[src/rtl/imem_port_arbiter_if.sv]
// Bundle of fetch, loader and instruction-memory signals around the imem port arbiter.
// The arbiter takes the slave view; requesters and the memory model take the master view.
interface imem_port_arbiter_if #(
  parameter int ADDR_W = 16,
  parameter int DATA_W = 16
);
  logic              f_req;
  logic [ADDR_W-1:0] f_addr;
  logic              f_gnt;
  logic              f_rvalid;
  logic [DATA_W-1:0] f_rdata;
  logic              f_err;

  logic              l_req;
  logic              l_we;
  logic [ADDR_W-1:0] l_addr;
  logic [DATA_W-1:0] l_wdata;
  logic              l_lock;
  logic              l_gnt;
  logic              l_rvalid;
  logic [DATA_W-1:0] l_rdata;
  logic              l_err;

  logic              mem_en;
  logic              mem_we;
  logic [ADDR_W-1:0] mem_addr;
  logic [DATA_W-1:0] mem_wdata;
  logic [DATA_W-1:0] mem_rdata;

  logic [1:0]        owner;

  modport master (
    output f_req, f_addr, l_req, l_we, l_addr, l_wdata, l_lock, mem_rdata,
    input  f_gnt, f_rvalid, f_rdata, f_err, l_gnt, l_rvalid, l_rdata, l_err,
           mem_en, mem_we, mem_addr, mem_wdata, owner
  );

  modport slave (
    input  f_req, f_addr, l_req, l_we, l_addr, l_wdata, l_lock, mem_rdata,
    output f_gnt, f_rvalid, f_rdata, f_err, l_gnt, l_rvalid, l_rdata, l_err,
           mem_en, mem_we, mem_addr, mem_wdata, owner
  );
endinterface

[src/rtl/imem_port_arbiter.sv]
// Shares one instruction-memory port between CPU fetch (read-only) and the loader/debug port
// (read/write): per-cycle arbitration, loader lock, fetch starvation guard, registered responses.
module imem_port_arbiter #(
  parameter int ADDR_W      = 16,
  parameter int DATA_W      = 16,
  parameter int DEPTH_WORDS = 64,
  parameter int MAX_STARVE  = 4
) (
  input  logic clk,
  input  logic rst_n,
  imem_port_arbiter_if.slave bus
);

  localparam logic [1:0] ST_IDLE   = 2'd0;
  localparam logic [1:0] ST_FETCH  = 2'd1;
  localparam logic [1:0] ST_LOAD   = 2'd2;
  localparam logic [1:0] ST_LOCKED = 2'd3;

  localparam logic OWN_FETCH  = 1'b0;
  localparam logic OWN_LOADER = 1'b1;

  localparam int               CNT_W      = $clog2(MAX_STARVE + 1);
  localparam logic [CNT_W-1:0] STARVE_MAX = CNT_W'(MAX_STARVE);
  localparam logic [ADDR_W-1:0] DEPTH     = ADDR_W'(DEPTH_WORDS);

  logic [1:0]       state_q, state_d;
  logic [CNT_W-1:0] starve_cnt_q, starve_cnt_d;
  logic             last_owner_q, last_owner_d;

  logic              f_rvalid_q, f_rvalid_d;
  logic              f_err_q, f_err_d;
  logic [DATA_W-1:0] f_rdata_q, f_rdata_d;
  logic              l_rvalid_q, l_rvalid_d;
  logic              l_err_q, l_err_d;
  logic [DATA_W-1:0] l_rdata_q, l_rdata_d;

  logic              f_gnt, l_gnt;
  logic              f_bad, l_bad;
  logic              mem_en, mem_we;
  logic [ADDR_W-1:0] mem_addr;
  logic [DATA_W-1:0] mem_wdata;

  // Misaligned or beyond the last word: still granted, but never touches memory.
  assign f_bad = bus.f_addr[0] | ((bus.f_addr >> 1) >= DEPTH);
  assign l_bad = bus.l_addr[0] | ((bus.l_addr >> 1) >= DEPTH);

  // NOTE: every always_comb output gets a default first so no path can infer a latch.
  always_comb begin
    f_gnt = 1'b0;
    l_gnt = 1'b0;
    if (state_q == ST_LOCKED && bus.l_lock) begin
      l_gnt = bus.l_req;
    end else if (bus.f_req && starve_cnt_q == STARVE_MAX) begin
      f_gnt = 1'b1;
    end else if (bus.f_req && bus.l_req) begin
      if (last_owner_q == OWN_LOADER) f_gnt = 1'b1;
      else                            l_gnt = 1'b1;
    end else begin
      f_gnt = bus.f_req;
      l_gnt = bus.l_req;
    end
  end

  always_comb begin
    mem_en    = 1'b0;
    mem_we    = 1'b0;
    mem_addr  = '0;
    mem_wdata = '0;
    if (f_gnt) begin
      mem_addr = bus.f_addr >> 1;
      mem_en   = ~f_bad;
    end else if (l_gnt) begin
      mem_addr = bus.l_addr >> 1;
      mem_en   = ~l_bad;
      mem_we   = bus.l_we & ~l_bad;
      if (mem_we) mem_wdata = bus.l_wdata;
    end
  end

  always_comb begin
    state_d      = ST_IDLE;
    last_owner_d = last_owner_q;
    starve_cnt_d = starve_cnt_q;

    if (l_gnt && bus.l_lock)                    state_d = ST_LOCKED;
    else if (l_gnt)                             state_d = ST_LOAD;
    else if (f_gnt)                             state_d = ST_FETCH;
    else if (state_q == ST_LOCKED && bus.l_lock) state_d = ST_LOCKED;

    if (f_gnt)      last_owner_d = OWN_FETCH;
    else if (l_gnt) last_owner_d = OWN_LOADER;

    if (!bus.f_req || f_gnt)          starve_cnt_d = '0;
    else if (starve_cnt_q < STARVE_MAX) starve_cnt_d = starve_cnt_q + CNT_W'(1);

    f_rvalid_d = f_gnt;
    f_err_d    = f_gnt & f_bad;
    f_rdata_d  = (f_gnt && !f_bad) ? bus.mem_rdata : '0;
    l_rvalid_d = l_gnt;
    l_err_d    = l_gnt & l_bad;
    l_rdata_d  = (l_gnt && !l_bad && !bus.l_we) ? bus.mem_rdata : '0;
  end

  // NOTE: sequential state uses non-blocking assignments so every flop samples pre-edge values.
  always_ff @(posedge clk or negedge rst_n) begin
    if (!rst_n) begin
      state_q      <= ST_IDLE;
      starve_cnt_q <= '0;
      last_owner_q <= OWN_LOADER;
      f_rvalid_q   <= 1'b0;
      f_err_q      <= 1'b0;
      f_rdata_q    <= '0;
      l_rvalid_q   <= 1'b0;
      l_err_q      <= 1'b0;
      l_rdata_q    <= '0;
    end else begin
      state_q      <= state_d;
      starve_cnt_q <= starve_cnt_d;
      last_owner_q <= last_owner_d;
      f_rvalid_q   <= f_rvalid_d;
      f_err_q      <= f_err_d;
      f_rdata_q    <= f_rdata_d;
      l_rvalid_q   <= l_rvalid_d;
      l_err_q      <= l_err_d;
      l_rdata_q    <= l_rdata_d;
    end
  end

  // Combinational outputs are forced quiet while reset is held.
  assign bus.f_gnt     = rst_n & f_gnt;
  assign bus.l_gnt     = rst_n & l_gnt;
  assign bus.mem_en    = rst_n & mem_en;
  assign bus.mem_we    = rst_n & mem_we;
  assign bus.mem_addr  = rst_n ? mem_addr  : '0;
  assign bus.mem_wdata = rst_n ? mem_wdata : '0;

  assign bus.f_rvalid = f_rvalid_q;
  assign bus.f_err    = f_err_q;
  assign bus.f_rdata  = f_rdata_q;
  assign bus.l_rvalid = l_rvalid_q;
  assign bus.l_err    = l_err_q;
  assign bus.l_rdata  = l_rdata_q;
  assign bus.owner    = state_q;

endmodule

[src/flat_wrapper.sv]
// flat-port wrapper written by rule: the top's interface ports become plain ports
module imem_port_arbiter_flat 
#(
  parameter int ADDR_W      = 16,
  parameter int DATA_W      = 16,
  parameter int DEPTH_WORDS = 64,
  parameter int MAX_STARVE  = 4
)
  (clk, rst_n, bus_f_req, bus_f_addr, bus_l_req, bus_l_we, bus_l_addr, bus_l_wdata, bus_l_lock, bus_mem_rdata, bus_f_gnt, bus_f_rvalid, bus_f_rdata, bus_f_err, bus_l_gnt, bus_l_rvalid, bus_l_rdata, bus_l_err, bus_mem_en, bus_mem_we, bus_mem_addr, bus_mem_wdata, bus_owner);
  imem_port_arbiter_if #(.ADDR_W(ADDR_W), .DATA_W(DATA_W)) bus_i ();
  input  logic clk;
  input  logic rst_n;
  input wire logic [$bits(bus_i.f_req)-1:0] bus_f_req;
  input wire logic [$bits(bus_i.f_addr)-1:0] bus_f_addr;
  input wire logic [$bits(bus_i.l_req)-1:0] bus_l_req;
  input wire logic [$bits(bus_i.l_we)-1:0] bus_l_we;
  input wire logic [$bits(bus_i.l_addr)-1:0] bus_l_addr;
  input wire logic [$bits(bus_i.l_wdata)-1:0] bus_l_wdata;
  input wire logic [$bits(bus_i.l_lock)-1:0] bus_l_lock;
  input wire logic [$bits(bus_i.mem_rdata)-1:0] bus_mem_rdata;
  output wire logic [$bits(bus_i.f_gnt)-1:0] bus_f_gnt;
  output wire logic [$bits(bus_i.f_rvalid)-1:0] bus_f_rvalid;
  output wire logic [$bits(bus_i.f_rdata)-1:0] bus_f_rdata;
  output wire logic [$bits(bus_i.f_err)-1:0] bus_f_err;
  output wire logic [$bits(bus_i.l_gnt)-1:0] bus_l_gnt;
  output wire logic [$bits(bus_i.l_rvalid)-1:0] bus_l_rvalid;
  output wire logic [$bits(bus_i.l_rdata)-1:0] bus_l_rdata;
  output wire logic [$bits(bus_i.l_err)-1:0] bus_l_err;
  output wire logic [$bits(bus_i.mem_en)-1:0] bus_mem_en;
  output wire logic [$bits(bus_i.mem_we)-1:0] bus_mem_we;
  output wire logic [$bits(bus_i.mem_addr)-1:0] bus_mem_addr;
  output wire logic [$bits(bus_i.mem_wdata)-1:0] bus_mem_wdata;
  output wire logic [$bits(bus_i.owner)-1:0] bus_owner;
  assign bus_i.f_req = bus_f_req;
  assign bus_i.f_addr = bus_f_addr;
  assign bus_i.l_req = bus_l_req;
  assign bus_i.l_we = bus_l_we;
  assign bus_i.l_addr = bus_l_addr;
  assign bus_i.l_wdata = bus_l_wdata;
  assign bus_i.l_lock = bus_l_lock;
  assign bus_i.mem_rdata = bus_mem_rdata;
  assign bus_f_gnt = bus_i.f_gnt;
  assign bus_f_rvalid = bus_i.f_rvalid;
  assign bus_f_rdata = bus_i.f_rdata;
  assign bus_f_err = bus_i.f_err;
  assign bus_l_gnt = bus_i.l_gnt;
  assign bus_l_rvalid = bus_i.l_rvalid;
  assign bus_l_rdata = bus_i.l_rdata;
  assign bus_l_err = bus_i.l_err;
  assign bus_mem_en = bus_i.mem_en;
  assign bus_mem_we = bus_i.mem_we;
  assign bus_mem_addr = bus_i.mem_addr;
  assign bus_mem_wdata = bus_i.mem_wdata;
  assign bus_owner = bus_i.owner;
  imem_port_arbiter #(.ADDR_W(ADDR_W), .DATA_W(DATA_W), .DEPTH_WORDS(DEPTH_WORDS), .MAX_STARVE(MAX_STARVE)) u_core (.clk(clk), .rst_n(rst_n), .bus(bus_i));
endmodule
[config.mk]
export PLATFORM = sky130hd
export DESIGN_NAME = imem_port_arbiter_flat
export DESIGN_NICKNAME = d
export VERILOG_FILES = /design/src/rtl/imem_port_arbiter_if.sv /design/src/rtl/imem_port_arbiter.sv /design/src/flat_wrapper.sv
export SDC_FILE = /design/constraint.sdc
export NUM_CORES = 1
export LEC_CHECK = 0
export CORE_UTILIZATION = 31
export DETAILED_ROUTE_END_ITERATION = 10
export GPL_ROUTABILITY_DRIVEN = 1
export PLACE_DENSITY = 0.75
export SYNTH_ARGS = -nofsm -noshare
export SYNTH_HDL_FRONTEND = slang
export SYNTH_SLANG_ARGS = --single-unit
export TNS_END_PERCENT = 1
[constraint.sdc]
create_clock -name clk -period 2.1 [get_ports clk]
set_input_delay 0.63 -clock clk [delete_from_list [all_inputs] [get_ports clk]]
set_output_delay 0.63 -clock clk [all_outputs]
set_load 0.1 [all_outputs]
# Yosys cells after proc, flatten, opt, wreduce, memory -nomap -nowiden
# Cells that the tools add are included.
# Widths: inputs -> output; s select.
# word_totals
regBits,42
in_bits,70
elab_cells,69
# op_classes
n_addsub,1
order_cmp,3
n_eq_ne,2
mux,29
bitwise_logic,11
n_reduce_logical,14
# ops
cell,n
$mux 16,8
$ge 15x7->1 const B,2
$mux 15,1
$mux 1,14
$mux 2,4
$and 1x1->1,7
$logic_and 1x1->1,7
$mux 3,2
$logic_not 1->1,4
$reduce_bool 2->1,2
$add 3x1->3 const B,1
$eq 3x3->1 const B,1
$lt 3x3->1 const B,1
$eq 2x2->1 const B,1
$not 1->1,2
$or 1x1->1,2
$logic_or 1x1->1,1

# Depth between registers and ports, before layout
# depth
ltp_word,8
depth_mapped,7

# Least setup slack after synthesis
# No wires, ideal clock.
# synth_path
path_type,flip-flop to output port
start,reg u_core.state_q[1] (netlist: u_core.bus.owner[1])
end,out bus_mem_wdata[10]
arrival_time_ns,3.843
t_required_ns,1.470
slack_ns,-2.373
stages_incl_launch_ff,6
cell_sequence,dfrtp_1 -> and3_1 -> buf_2 -> nor3_2 -> buf_4 -> nor3b_1
# synth_between
elab_chain_cells,6
elab_cells_between_ends,7
# synth_lines
item,line_no,text
start: declaration,imem_port_arbiter.sv:26,"logic [1:0] state_q, state_d;"
start signal: assignment,imem_port_arbiter.sv:117,state_q <= state_d;
$eq 2x2->1 *,imem_port_arbiter.sv:51,if (state_q == ST_LOCKED && bus.l_lock) begin
$logic_and 1x1->1 *,imem_port_arbiter.sv:51,
$mux 1,imem_port_arbiter.sv:51,
$mux 16,imem_port_arbiter.sv:72,end else if (l_gnt) begin
$mux 16 *,imem_port_arbiter.sv:69,if (f_gnt) begin
$mux 16 *,imem_port_arbiter.sv:135,assign bus.mem_wdata = rst_n ? mem_wdata : '0;
end: declaration,flat_wrapper.sv:32,output wire logic [$bits(bus_i.mem_wdata)-1:0] bus_mem_wdata;
# Mark *: on every way between the ends. The rest lies on a longest branch, timed or not.

# Worst setup path after layout
# layout_path
start,in bus_f_addr[10]
end,out bus_mem_en
# layout_between
elab_chain_cells,5
# layout_lines
item,line_no,text
start: declaration,flat_wrapper.sv:14,input wire logic [$bits(bus_i.f_addr)-1:0] bus_f_addr;
$ge 15x7->1,imem_port_arbiter.sv:44,assign f_bad = bus.f_addr[0] | ((bus.f_addr >> 1) >= DEPTH);
$or 1x1->1,imem_port_arbiter.sv:44,
$not 1->1,imem_port_arbiter.sv:71,mem_en = ~f_bad;
$mux 1,imem_port_arbiter.sv:69,
$and 1x1->1,imem_port_arbiter.sv:132,assign bus.mem_en = rst_n & mem_en;
end: declaration,flat_wrapper.sv:29,output wire logic [$bits(bus_i.mem_en)-1:0] bus_mem_en;
# No other way between the ends.

==> results.ini <==
[floorplanning]
fp.dieH_um=82.6
start_util=0.330
rows=28
ios=144
die_w_um=82.6
die_area_sq_um=6820
core_area_sq_um=6100

[synthesis]
synth_top_family_by_area=simple AND/OR/NAND/NOR gates
synth.top_cell.area_share=0.510
ys_seq_area_frac=0.523
synth_nets=254
synthSimpleGateAreaFrac=0.225
muxShareOfSynthArea=0.00498
synth_edf_count=0
synth_compound_area_frac=0.135
postSynthAreaPerCell_sq_um=11.1
async_reset_ff_frac=1.00
ys_ff_latch=42
synth_top_cell_by_area=dfrtp_1
syn_inst=182
ys.flop_type=dfrtp_1
synth_xor_area_frac=0.00435
yosys.cell_types.count=37
syn_area_sq_um=2010
yosys_warnings=0
synthAdderAreaFrac=0.0124
synthTopCellsByArea=dfrtp_1, nor3b_1, nor4_1

[pwr]
p_leak_nw=2.17
power_frac_comb=0.408
power.density_nw_per_um2=477
swShare=0.349
clockPowerShare=0.222
power_switching_mw=0.795
seqPwrFrac=0.370
vdd_ir_drop_max_uv=472
p_int_mw=1.48

[global_routing]
antenna_found_initial=0
grt-ovfl-total=0
grt_pass1_vias=2282
grt_pass1_wl_mm=10.8
grt_max_degree=40
grt.total_usage=0.209

[cts]
cts-root-buf=clkbuf_8
clk_pin_slew_ps=70
cts.sinks=42
h-tree-depth=2
cts.path.max_buffers=2
clock_latency_ps=290
cts_buffers=5
tritoncts=yes

[setup_path]
slowest_stage=clkdlybuf4s50_1
crit_arrival_ps=2130
start_kind=primary input
r2r-start=u_core.starve_cnt_q[1]
crit_chain=clkdlybuf4s50_1 -> nor4_1 -> nand3_1 -> o32ai_4 -> buf_12
end_kind=primary output
critPathRequiredTime_ps=1470
reg2reg_slack_ps=320
reg2reg_depth=7
reg2reg_to=u_core.bus.l_err
worstSetupPathType=in -> out
max_stage_delay_ps=450
crit_fanout=2

[place]
placed_area_sq_um=4460
numPortBuffers=142
gp_congestion=0.827
pre_cts_ws_ps=-837
dp_hpwl_mm=5.21
dpl.cell_count=425

[cells_and_area]
antenna_cells=0
fin_cells=439
fin_util=0.783
syn_to_final_growth_pct=137
layout_common_cells=buf_4, clkdlybuf4s50_1, buf_12
drive_above_1_share=0.516
final_nets=437
layout_commonest_cell=buf_4
design_area_sq_um=4770

[timing]
slew_violations=0
hold-worst-slack_ps=315
finalCritPeriodShare=1.32
fmax_mhz=362
grt_setup_unrepaired=true
finalHoldViolCount=0
period_needed_ps=2760
worst_slack_ps=-663
skew_ps=4.84
setup_viol_count_final=35

[route]
initialDrtViolationCount=66
routedWlPerCell_um=16.9
drtAntennaViolNets=0
firstDrtPassIters=4
viasPerCell=4.95
route.detailed.drc=0
vias=2171
wirelength_mm=7.43

[job]
max_cap_viol_count=0

[run_status]
status=finished, violations left
violations=setup timing

[worst_hold_path]
worstHoldPathType=in -> async

## synthesized netlist by cell type (all sizes together), types with 2 or more instances
cell type / number
dfrtp: 41
nand3: 3
a21oi: 3
o21ai: 2
nor3: 21
a22o: 15
nor3b: 16
inv: 25
nor4: 20
o22ai: 2
nor2: 4
buf: 10
and3: 2
ha: 2
## sequential cells by signal, summed over array words and instances, names as in the netlist
register             cells
u_core.bus.f_err         1
u_core.bus.f_rdata      16
u_core.bus.f_rvalid      1
u_core.bus.l_err         1
u_core.bus.l_rdata      16
u_core.bus.l_rvalid      1
u_core.bus.owner         2
u_core.last_owner_q      1
u_core.starve_cnt_q      3
## critical path: cells and delay by family
family                 cells  cell delay [ps]
buffers and inverters      2              670
AND/OR/NAND/NOR            2              650
AO/OA/AOI/OAI              1              180
## layout make-up
type | count | area [sq um]
inverter | 25 | 93.8
timing repair buffer | 188 | 2310
tap | 75 | 93.8
multi-input combinational | 103 | 1140
clock buffer | 6 | 82.6
sequential | 42 | 1050
fill | 380 | 1320
## metal layers
metal | global-route usage | wire (um) | up-vias
met4 | 0.0638 | 112 | 0
met5 | 0 | 0 | -
met1 | 0.235 | 2590 | 1054
met2 | 0.375 | 4180 | 87
li1 | - | - | 1018
met3 | 0.0659 | 546 | 12
## power by group through the flow
stage | clock [mW] | sequential (mW) | combinational, mW
2_1_floorplan | 0 | 0.940 | 0.375
3_3_place_gp | 0 | 0.855 | 0.868
3_5_place_dp | 0 | 0.856 | 0.880
4_1_cts | 0.512 | 0.841 | 0.906
5_1_grt | 0.541 | 0.843 | 0.967
6_report | 0.505 | 0.841 | 0.930
## what timing repair did
action,4_1_cts,5_1_grt
setup endpoints to repair,36,35
hold buffers,0,0
pin swaps,19,14
resized for setup,54,22
gates cloned,3,0
buffers inserted,6,1
## how the worst max path moves through the flow
stage                                 startpoint           endpoint  slack (ps)  depth (start not counted)
after floorplan                    bus_l_addr[8]  bus_mem_wdata[10]        -920                          4
after global placement             bus_l_addr[8]   bus_mem_wdata[8]        -790                          6
after detailed placement           bus_l_addr[8]   bus_mem_wdata[7]        -840                          6
after CTS                 u_core.starve_cnt_q[0]    bus_mem_addr[2]        -580                          8
after global routing              bus_f_addr[10]         bus_mem_en        -760                          5
final                             bus_f_addr[10]         bus_mem_en        -660                          5
## stage by stage
step / setup TNS (ps) / power (mW)
floorplan: -26010 / 1.32
global placement: -28190 / 1.72
detailed placement: -29590 / 1.74
CTS: -18520 / 2.26
global route: -19460 / 2.35
finish: -17020 / 2.28
## kinds of logic (layout without fill, tap and decap cells)
kind of cell,after synthesis,count (layout)
and+or+nand+nor,70,70
DFF,42,42
buffers and inverters,37,219
muxes,1,1
xor gates and xnor gates,1,1
other,1,1
adders and majority gates,2,2
AOI/OAI and AO/OA,28,28
Power figures use the tool's default switching activity.
